==> config.mk <==
export PLATFORM = sky130hd
export DESIGN_NAME = jellyvl_stream_ff_chain_flat
export DESIGN_NICKNAME = d
export VERILOG_FILES = /design/src/rtl/jellyvl_stream_pkg.sv /design/src/rtl/jellyvl_stream_ff_chain_if.sv /design/src/rtl/jellyvl_stream_ff_stage.sv /design/src/rtl/jellyvl_stream_ff_chain.sv /design/src/flat_wrapper.sv
export SDC_FILE = /design/constraint.sdc
export NUM_CORES = 1
export LEC_CHECK = 0
export ABC_AREA = 1
export BUFFER_PORTS_ARGS = -buffer_cell sky130_fd_sc_hd__clkbuf_2
export CORE_MARGIN = 2
export CORE_UTILIZATION = 25
export DETAILED_ROUTE_END_ITERATION = 12
export MAX_ROUTING_LAYER = met4
export PLACE_DENSITY = 0.38
export SLEW_MARGIN = 15
export SYNTH_ARGS = -nofsm -noshare
export SYNTH_HDL_FRONTEND = slang
export SYNTH_HIERARCHICAL = 1
export SYNTH_SLANG_ARGS = --single-unit
==> constraint.sdc <==
create_clock -name clk -period 1.9 [get_ports clk]
set_input_delay 0.38 -clock clk [delete_from_list [all_inputs] [get_ports clk]]
set_output_delay 0.38 -clock clk [all_outputs]
set_load 0.02 [all_outputs]
==> src/rtl/jellyvl_stream_pkg.sv <==
// Helpers shared by the stream register chain: where skid buffers go and how many there are.
// Latency: none (elaboration-time functions only).
// Backpressure: not applicable.
package jellyvl_stream_pkg;

    // A skid buffer sits in front of stage i when the interval is non-zero and i lands on it.
    function automatic bit has_skid(input int i, input int skid_every);
        if (skid_every == 0) begin
            return 1'b0;
        end
        return (i % skid_every) == 0;
    endfunction

    // Total skid buffers in a chain; bounds the number of beats the chain can absorb.
    function automatic int skid_count(input int stages, input int skid_every);
        int n;
        n = 0;
        for (int i = 0; i < stages; i++) begin
            if (has_skid(i, skid_every)) begin
                n++;
            end
        end
        return n;
    endfunction

endpackage

==> src/rtl/jellyvl_stream_ff_chain_if.sv <==
// Valid/ready stream bundle carrying one payload word per beat.
// Latency: none (wires only).
// Backpressure: ready flows from the slave side back to the master side.
interface jellyvl_stream_ff_chain_if #(
    parameter int DATA_BITS = 8
);
    logic [DATA_BITS-1:0] data;
    logic                 valid;
    logic                 ready;

    modport master (output data, output valid, input ready);
    modport slave  (input data, input valid, output ready);
endinterface

==> src/rtl/jellyvl_stream_ff_stage.sv <==
// One chain element: optional registered-ready skid buffer followed by a forward register slice.
// Latency: 1 cycle (forward register); the skid buffer adds none when unstalled.
// Backpressure: with SKID the upstream ready is a flop; without it, ready is !valid || m_ready.
module jellyvl_stream_ff_stage #(
    parameter int                   DATA_BITS = 8,
    parameter bit                   SKID      = 1'b1,
    parameter logic [DATA_BITS-1:0] INIT_DATA = '0
) (
    input  logic                 clk,
    input  logic                 reset,
    input  logic                 cke,
    input  logic                 clear,
    input  logic [DATA_BITS-1:0] s_data,
    input  logic                 s_valid,
    output logic                 s_ready,
    output logic [DATA_BITS-1:0] m_data,
    output logic                 m_valid,
    input  logic                 m_ready,
    output logic [1:0]           occupancy
);
    // Hand-off between the skid buffer (or the raw input) and the forward register.
    logic [DATA_BITS-1:0] mid_data;
    logic                 mid_valid;
    logic                 mid_ready;
    logic                 skid_hold;

    logic                 ff_valid;
    logic [DATA_BITS-1:0] ff_data;

    assign mid_ready = !ff_valid || m_ready;

    if (SKID) begin : g_skid
        logic                 sk_valid;
        logic                 sk_ready;
        logic [DATA_BITS-1:0] sk_data;

        // Park a beat that arrives while the forward register is stalled; ready comes back once it drains.
        always_ff @(posedge clk or negedge reset) begin
            if (!reset) begin
                sk_valid <= 1'b0;
                sk_ready <= 1'b0;
                sk_data  <= INIT_DATA;
            end else if (cke) begin
                if (clear) begin
                    sk_valid <= 1'b0;
                    sk_ready <= 1'b1;
                    sk_data  <= INIT_DATA;
                end else if (sk_valid) begin
                    if (mid_ready) begin
                        sk_valid <= 1'b0;
                        sk_ready <= 1'b1;
                    end
                end else if (sk_ready && s_valid && !mid_ready) begin
                    sk_valid <= 1'b1;
                    sk_ready <= 1'b0;
                    sk_data  <= s_data;
                end else begin
                    sk_ready <= 1'b1;
                end
            end
        end

        // The parked beat goes first; otherwise an accepted input passes straight through.
        assign s_ready   = sk_ready;
        assign mid_valid = sk_valid || (sk_ready && s_valid);
        assign mid_data  = sk_valid ? sk_data : s_data;
        assign skid_hold = sk_valid;
    end else begin : g_direct
        assign s_ready   = mid_ready;
        assign mid_valid = s_valid;
        assign mid_data  = s_data;
        assign skid_hold = 1'b0;
    end

    // Forward slice: refill whenever empty or the current beat is leaving.
    always_ff @(posedge clk or negedge reset) begin
        if (!reset) begin
            ff_valid <= 1'b0;
            ff_data  <= INIT_DATA;
        end else if (cke) begin
            if (clear) begin
                ff_valid <= 1'b0;
                ff_data  <= INIT_DATA;
            end else if (mid_ready) begin
                ff_valid <= mid_valid;
                if (mid_valid) begin
                    ff_data <= mid_data;
                end
            end
        end
    end

    assign m_valid   = ff_valid;
    assign m_data    = ff_data;
    assign occupancy = {1'b0, skid_hold} + {1'b0, ff_valid};

endmodule

==> src/rtl/jellyvl_stream_ff_chain.sv <==
// Multi-stage valid/ready register chain with periodic skid buffers, synchronous flush and occupancy count.
// Latency: STAGES cycles from accept to m_valid when unstalled; 1 beat/cycle throughput.
// Backpressure: absorbs STAGES + skid-buffer beats; s_ready is gated low in reset, with cke low or during clear.
module jellyvl_stream_ff_chain
    import jellyvl_stream_pkg::*;
#(
    parameter int                   DATA_BITS  = 8,
    parameter int                   STAGES     = 2,
    parameter int                   SKID_EVERY = 1,
    parameter logic [DATA_BITS-1:0] INIT_DATA  = '0,
    parameter int                   CNT_BITS   = $clog2(2*STAGES+1)
) (
    input  logic                      clk,
    input  logic                      reset,
    input  logic                      cke,
    input  logic                      clear,
    jellyvl_stream_ff_chain_if.slave  s,
    jellyvl_stream_ff_chain_if.master m,
    output logic [CNT_BITS-1:0]       count
);
    localparam int MAX_BEATS = STAGES + skid_count(STAGES, SKID_EVERY);
    localparam int SUM_BITS  = $clog2(MAX_BEATS + 1);

    logic [2*STAGES-1:0] occ_all;
    logic [SUM_BITS-1:0] occ_sum;

    // Each stage keeps its own link signals so the ready chain stays a set of independent nets.
    for (genvar i = 0; i < STAGES; i++) begin : g_stage
        logic [DATA_BITS-1:0] up_data;
        logic                 up_valid;
        logic                 up_ready;
        logic [DATA_BITS-1:0] dn_data;
        logic                 dn_valid;
        logic                 dn_ready;
        logic [1:0]           occ;

        if (i == 0) begin : g_head
            assign up_data  = s.data;
            assign up_valid = s.valid;
        end else begin : g_link
            assign up_data  = g_stage[i-1].dn_data;
            assign up_valid = g_stage[i-1].dn_valid;
        end

        if (i == STAGES - 1) begin : g_tail
            assign dn_ready = m.ready;
        end else begin : g_body
            assign dn_ready = g_stage[i+1].up_ready;
        end

        jellyvl_stream_ff_stage #(
            .DATA_BITS (DATA_BITS),
            .SKID      (has_skid(i, SKID_EVERY)),
            .INIT_DATA (INIT_DATA)
        ) u_stage (
            .clk       (clk),
            .reset     (reset),
            .cke       (cke),
            .clear     (clear),
            .s_data    (up_data),
            .s_valid   (up_valid),
            .s_ready   (up_ready),
            .m_data    (dn_data),
            .m_valid   (dn_valid),
            .m_ready   (dn_ready),
            .occupancy (occ)
        );

        assign occ_all[2*i +: 2] = occ;
    end

    // Occupancy is the popcount of every valid flop in the chain (forward slices plus skid buffers).
    always_comb begin
        occ_sum = '0;
        for (int i = 0; i < STAGES; i++) begin
            occ_sum = occ_sum + SUM_BITS'(occ_all[2*i +: 2]);
        end
    end

    assign count = CNT_BITS'(occ_sum);

    // Upstream may only hand over a beat when the chain is live: out of reset, enabled and not flushing.
    assign s.ready = reset && cke && !clear && g_stage[0].up_ready;
    // A flush cycle presents nothing downstream; in-flight beats are being discarded.
    assign m.valid = g_stage[STAGES-1].dn_valid && !clear;
    assign m.data  = g_stage[STAGES-1].dn_data;

endmodule

==> src/flat_wrapper.sv <==
// flat-port wrapper written by rule: the top's interface ports become plain ports
module jellyvl_stream_ff_chain_flat import jellyvl_stream_pkg::*;
#(
    parameter int                   DATA_BITS  = 8,
    parameter int                   STAGES     = 2,
    parameter int                   SKID_EVERY = 1,
    parameter logic [DATA_BITS-1:0] INIT_DATA  = '0,
    parameter int                   CNT_BITS   = $clog2(2*STAGES+1)
)
  (clk, reset, cke, clear, count, s_data, s_valid, s_ready, m_data, m_valid, m_ready);
  jellyvl_stream_ff_chain_if #(.DATA_BITS(DATA_BITS)) s_i ();
  jellyvl_stream_ff_chain_if #(.DATA_BITS(DATA_BITS)) m_i ();
  input  logic clk;
  input  logic reset;
  input  logic cke;
  input  logic clear;
  output logic [CNT_BITS-1:0] count;
  input wire logic [$bits(s_i.data)-1:0] s_data;
  input wire logic [$bits(s_i.valid)-1:0] s_valid;
  output wire logic [$bits(s_i.ready)-1:0] s_ready;
  output wire logic [$bits(m_i.data)-1:0] m_data;
  output wire logic [$bits(m_i.valid)-1:0] m_valid;
  input wire logic [$bits(m_i.ready)-1:0] m_ready;
  assign s_i.data = s_data;
  assign s_i.valid = s_valid;
  assign s_ready = s_i.ready;
  assign m_data = m_i.data;
  assign m_valid = m_i.valid;
  assign m_i.ready = m_ready;
  jellyvl_stream_ff_chain #(.DATA_BITS(DATA_BITS), .STAGES(STAGES), .SKID_EVERY(SKID_EVERY), .INIT_DATA(INIT_DATA), .CNT_BITS(CNT_BITS)) u_core (.clk(clk), .reset(reset), .cke(cke), .clear(clear), .s(s_i), .m(m_i), .count(count));
endmodule
* Yosys cells after proc, flatten, opt, wreduce, memory -nomap -nowiden *
Cells that the tools add are included.

storage, ports and cells
  output and inout bits = 13
  input bits = 14
  logic and storage cells = 82
  register bits after elaboration = 38

cells by class
  equality and inequality tests = 4
  add/sub/neg operators = 3
  reductions and logical operators = 31
  multiplexer cells = 34

operators with widths
  kind                                    count
  8-bit two-way mux                       14
  1-bit two-way mux                       20
  3-bit AND reduction                     4
  2-bit nonzero test                      6
  1-bit logical AND                       8
  2-bit AND reduction                     4
  3-bit != test, second input constant    2
  1-bit logical NOT                       5
  1-bit by 1-bit adder with 2-bit output  2
  1-bit logical OR                        4
  2-bit != test, second input constant    2
  2-bit by 2-bit adder with 3-bit output  1

* Logic depth before layout (Yosys ltp) *
  depth after elaboration = 7
  depth in mapped cells = 7
  gate-level depth less buffers = 7

* Hierarchy *
Netlist, hierarchy kept.

modules (own cells, without submodules)
  module                   instances  area an instance (um^2)  sequential area each (um^2)  cells an instance
  jellyvl_stream_ff_stage  2          920.9                    475.5                        124
  jellyvl_stream_ff_chain  1          76.3                     0.0                          13

* Least setup slack after synthesis *
OpenSTA, ideal clock, no wires.

  path type = reg2out
  from = register u_core.g_stage[0].u_stage.ff_valid
  to = output port count[1]
  slack = 55 ps
  stages on the path, launching flop included = 6
  required time = 1,520 ps
  arrival = 1,465 ps
  buffers on the path = 0
  cell sequence = dfrtp_1 > ha_1 > ha_1 > inv_1 > fa_1 > inv_1

between the ends
  word-level cells in the longest chain between the ends = 2

ends and longest elaborated chain
  item                                    RTL line                       source
  from (decl)                             jellyvl_stream_ff_stage.sv:27  logic ff_valid;
  from (signal assigned)                  jellyvl_stream_ff_stage.sv:85  ff_valid <= mid_valid;
  1-bit by 1-bit adder with 2-bit output  jellyvl_stream_ff_stage.sv:95  assign occupancy = {1'b0, skid_hold} + {1'b0, ff_valid};
  net u_core.g_stage[0].occ[0]            jellyvl_stream_ff_chain.sv:35  logic [1:0] occ;
  2-bit by 2-bit adder with 3-bit output  jellyvl_stream_ff_chain.sv:76  occ_sum = occ_sum + SUM_BITS'(occ_all[2*i +: 2]);
  to (decl)                               flat_wrapper.sv:17             output logic [CNT_BITS-1:0] count;

The timed path passes the listed nets, and every way through them passes these cells.

* Final worst setup path *
  from = register u_core.g_stage[1].u_stage.g_skid.sk_valid
  to = output port count[1]

between the ends
  word-level cells in the longest chain between the ends = 2

ends and longest elaborated chain
  item                                    RTL line                       source
  from (decl)                             jellyvl_stream_ff_stage.sv:33  logic sk_valid;
  from (signal assigned)                  jellyvl_stream_ff_stage.sv:40  sk_valid <= 1'b0;
  from (signal assigned)                  jellyvl_stream_ff_stage.sv:45  sk_valid <= 1'b0;
  from (signal assigned)                  jellyvl_stream_ff_stage.sv:50  sk_valid <= 1'b0;
  1-bit by 1-bit adder with 2-bit output  jellyvl_stream_ff_stage.sv:95
  net u_core.g_stage[1].occ[0]            jellyvl_stream_ff_chain.sv:35
  2-bit by 2-bit adder with 3-bit output  jellyvl_stream_ff_chain.sv:76

The timed path passes the listed nets, and every way through them passes these cells.

==> impl_metrics.yaml <==
finish:
  syn_to_final_growth_pct: 20.7
  drive_gt1_share_pct: 17.1
  final_core_util_pct: 31.6
  nets: 315
  final_area_um2: 2320
  diodes: 0
  fill_cells: 826
timing:
  setup_violations: 2
  max-slew-margin-rel_pct: 66.3
  period_share_pct: 115
  worst_clock_skew_ns: 0.00354
  finalMaxSlewViolations: 0
  hold_viol: 0
  period_minus_slack_ns: 2.19
  fmax_mhz: 457
  rsz0062_at_grt: "yes"
  worst_pin_slew_ns: 0.505
  layout_setup_ws_ns: -0.286
worst_setup_path:
  cp_max_fo: 2
  crit_cells: 6
  path_cells: "ha_1 -> ha_2 -> inv_2 -> fa_1 -> inv_1 -> clkbuf_8"
  crit_type: "flip-flop to primary output"
  required_ns: 1.52
  reg2reg_depth: 8
  arrival_ns: 1.81
  r2r_end: "u_core/g_stage[0].u_stage/m_data[7]"
  crit_family: "adder cells"
  r2r-start: "u_core/g_stage[0].u_stage/g_skid.sk_valid"
  critPathLaunchType: "flip-flop"
  cp_num_buf_inv: 3
  r2r_slack_ns: 0.42
  end_kind: "primary output"
  slowest_delay_ns: 0.47
  crit_path_top_delay_cell: "fa_1"
synthesis:
  yosys_register_bits: 38
  synth_area_per_cell_um2: 7.35
  syn_area_um2: 1920
  syn_nets: 279
  synthDistinctLibCells: 15
  synth_top_area_share_pct: 49.6
  synthFlopType: "dfrtp_1"
  yosys-top-cells-count: "nand2_1, dfrtp_1, inv_1, nand4_1, nand3_1"
  synth_area_leaders: "dfrtp_1, nand2_1, nand4_1, inv_1, nand3_1"
  synth_edf_count: 0
  async_flop_share_pct: 100
  ys_seq_area_share_pct: 49.6
  syn_inst: 261
  yosysMostFrequentCell: "nand2_1"
  yosys_warnings: 6
  synth_top_area_cell: "dfrtp_1"
grt:
  busiest_layer: "met2"
  grtUsageMet1_pct: 16.8
  grt_pass1_vias: 1656
  grt_max_degree: 39
  met2_usage_pct: 18.2
  antenna_found_initial: 0
  overflow: 0
  grtUsageMet3_pct: 2.66
  grt_pass1_wl_mm: 8.08
  grt_usage_pct: 12.2
floorplan:
  start_util_pct: 26.2
  die_x_um: 91.6
  core_area_um2: 7330
  ioPinCount: 27
  fp.dieH_um: 91.6
  num_rows: 31
  dieArea_um2: 8390
clock_network:
  clkSinkCount: 38
  ctsLongestPathBuffers: 2
  h-tree-depth: 2
  insertion_delay_ns: 0.28
  clk_pin_slew_ns: 0.08
  cts_tree: "yes"
  cts_root_buf: "clkbuf_8"
  cts_hold_buf: 0
  numCtsBuffers: 5
drt:
  avgRoutedWirePerCell_um: 11.3
  drc_errors: 0
  ant_nets: 0
  drtIter0Drc: 65
  dr.pass1.iters: 4
  via_per_inst: 4.19
  num_vias: 1662
  drt-total-wl_mm: 4.47
worst_hold_path:
  hold_path_class: "input port to async pin"
power_and_ir_drop:
  vdd_drop_max_v: 0.000298
  p_per_area_nw_per_um2: 741
  power.internal_w: 0.00123
  switching_share_pct: 28.6
  power_frac_clock_pct: 33.7
  power.switching_w: 0.000490
  power_frac_comb_pct: 16.1
  p_seq_share_pct: 50.3
  p_leak_nw: 1.34
placed_design:
  hpwl_mm: 3.07
  routabilityCongestion: 0.735
  dpl_cell_area_um2: 2190
  portBuffers: 26
run_status:
  violations: "setup timing"
  status: "complete, but fails checks"
flow_run:
  max_cap_violations: 0
-- cell usage in the layout (no fill, tap or decap), types with 2 or more instances in the layout --
master | netlist | final
nand2_1 | 150 | 150
dfrtp_1 | 38 | 38
clkbuf_2 | 0 | 24
inv_1 | 21 | 20
nand4_1 | 16 | 16
buf_4 | 2 | 9
clkbuf_8 | 0 | 8
nand3_1 | 8 | 8
nor2_2 | 5 | 5
o21ai_0 | 4 | 4
nor2_1 | 3 | 3
nand2_2 | 2 | 2
clkinv_1 | 2 | 2
a21oi_1 | 2 | 2
ha_1 | 3 | 2
-- flip-flops by register name, indices dropped and copies added, names as in the netlist --
register / cells
u_core/g_stage.u_stage/s_ready: 2
u_core/g_stage.u_stage/m_valid: 2
u_core/g_stage.u_stage/g_skid.sk_data: 16
u_core/g_stage.u_stage/g_skid.sk_valid: 2
u_core/g_stage.u_stage/m_data: 16
-- stage by stage --
step | hold WS, ns | setup slack, ns | total power, W | TNS (ns) | cells
global route | 0.245 | -0.361 | 0.00184 | -0.625 | 397
finish | 0.196 | -0.286 | 0.00172 | -0.473 | 397
floorplan | 0.0844 | 0.0554 | 0.00104 | 0 | 261
detailed placement | 0.458 | -0.0208 | 0.00115 | -0.0208 | 387
CTS | 0.218 | -0.312 | 0.00176 | -0.527 | 396
global placement | 0.455 | 0.00174 | 0.00115 | 0 | 387
-- metal layers --
metal	vias up	part of all wire, %
li1	883	-
met1	742	52
met2	34	44
met3	3	4.0
met4	0	0.49
met5	-	0
-- cell type report --
type | instances | area (um^2) | area share (%)
clock buffer | 7 | 86.3 | 3.73
clock inverter | 1 | 5.00 | 0.216
inverter | 23 | 86.3 | 3.73
multi-input combinational | 194 | 848 | 36.6
sequential | 38 | 951 | 41.1
tap | 99 | 124 | 5.35
timing repair buffer | 35 | 215 | 9.29
-- power groups by stage --
| stage | registers (W) | clock network [W] | logic (W) |
|---|---|---|---|
| 6_report | 0.000863 | 0.000578 | 0.000276 |
| 5_1_grt | 0.000868 | 0.000650 | 0.000318 |
| 4_1_cts | 0.000863 | 0.000614 | 0.000282 |
| 3_5_place_dp | 0.000879 | 0 | 0.000271 |
| 3_3_place_gp | 0.000879 | 0 | 0.000273 |
| 2_1_floorplan | 0.000886 | 0 | 0.000156 |
-- worst max-delay path by stage --
stage	from	end
final	u_core/g_stage[1].u_stage/g_skid.sk_valid	count[1]
after global routing	u_core/g_stage[1].u_stage/m_valid	count[1]
after CTS	u_core/g_stage[1].u_stage/m_valid	count[1]
after detailed placement	u_core/g_stage[0].u_stage/m_valid	count[1]
after global placement	u_core/g_stage[0].u_stage/m_valid	count[1]
after floorplan	u_core/g_stage[0].u_stage/m_valid	count[1]
-- timing repair --
action,in CTS,in global routing
pin swaps,1,2
setup buffers,1,1
resized for setup,6,0
setup endpoints to repair,2,2
-- cells by family (layout without fill, tap and decap cells) --
kind of cell | count (synthesis) | count (layout) | share of synthesized area [%]
adders and majority gates | 4 | 4 | 3.00
and+or+nand+nor | 184 | 184 | 39.5
AOI/OAI and AO/OA | 6 | 6 | 1.57
buffers and inverters | 29 | 66 | 6.33
DFF | 38 | 38 | 49.6
(Power assumes the default switching activity.)
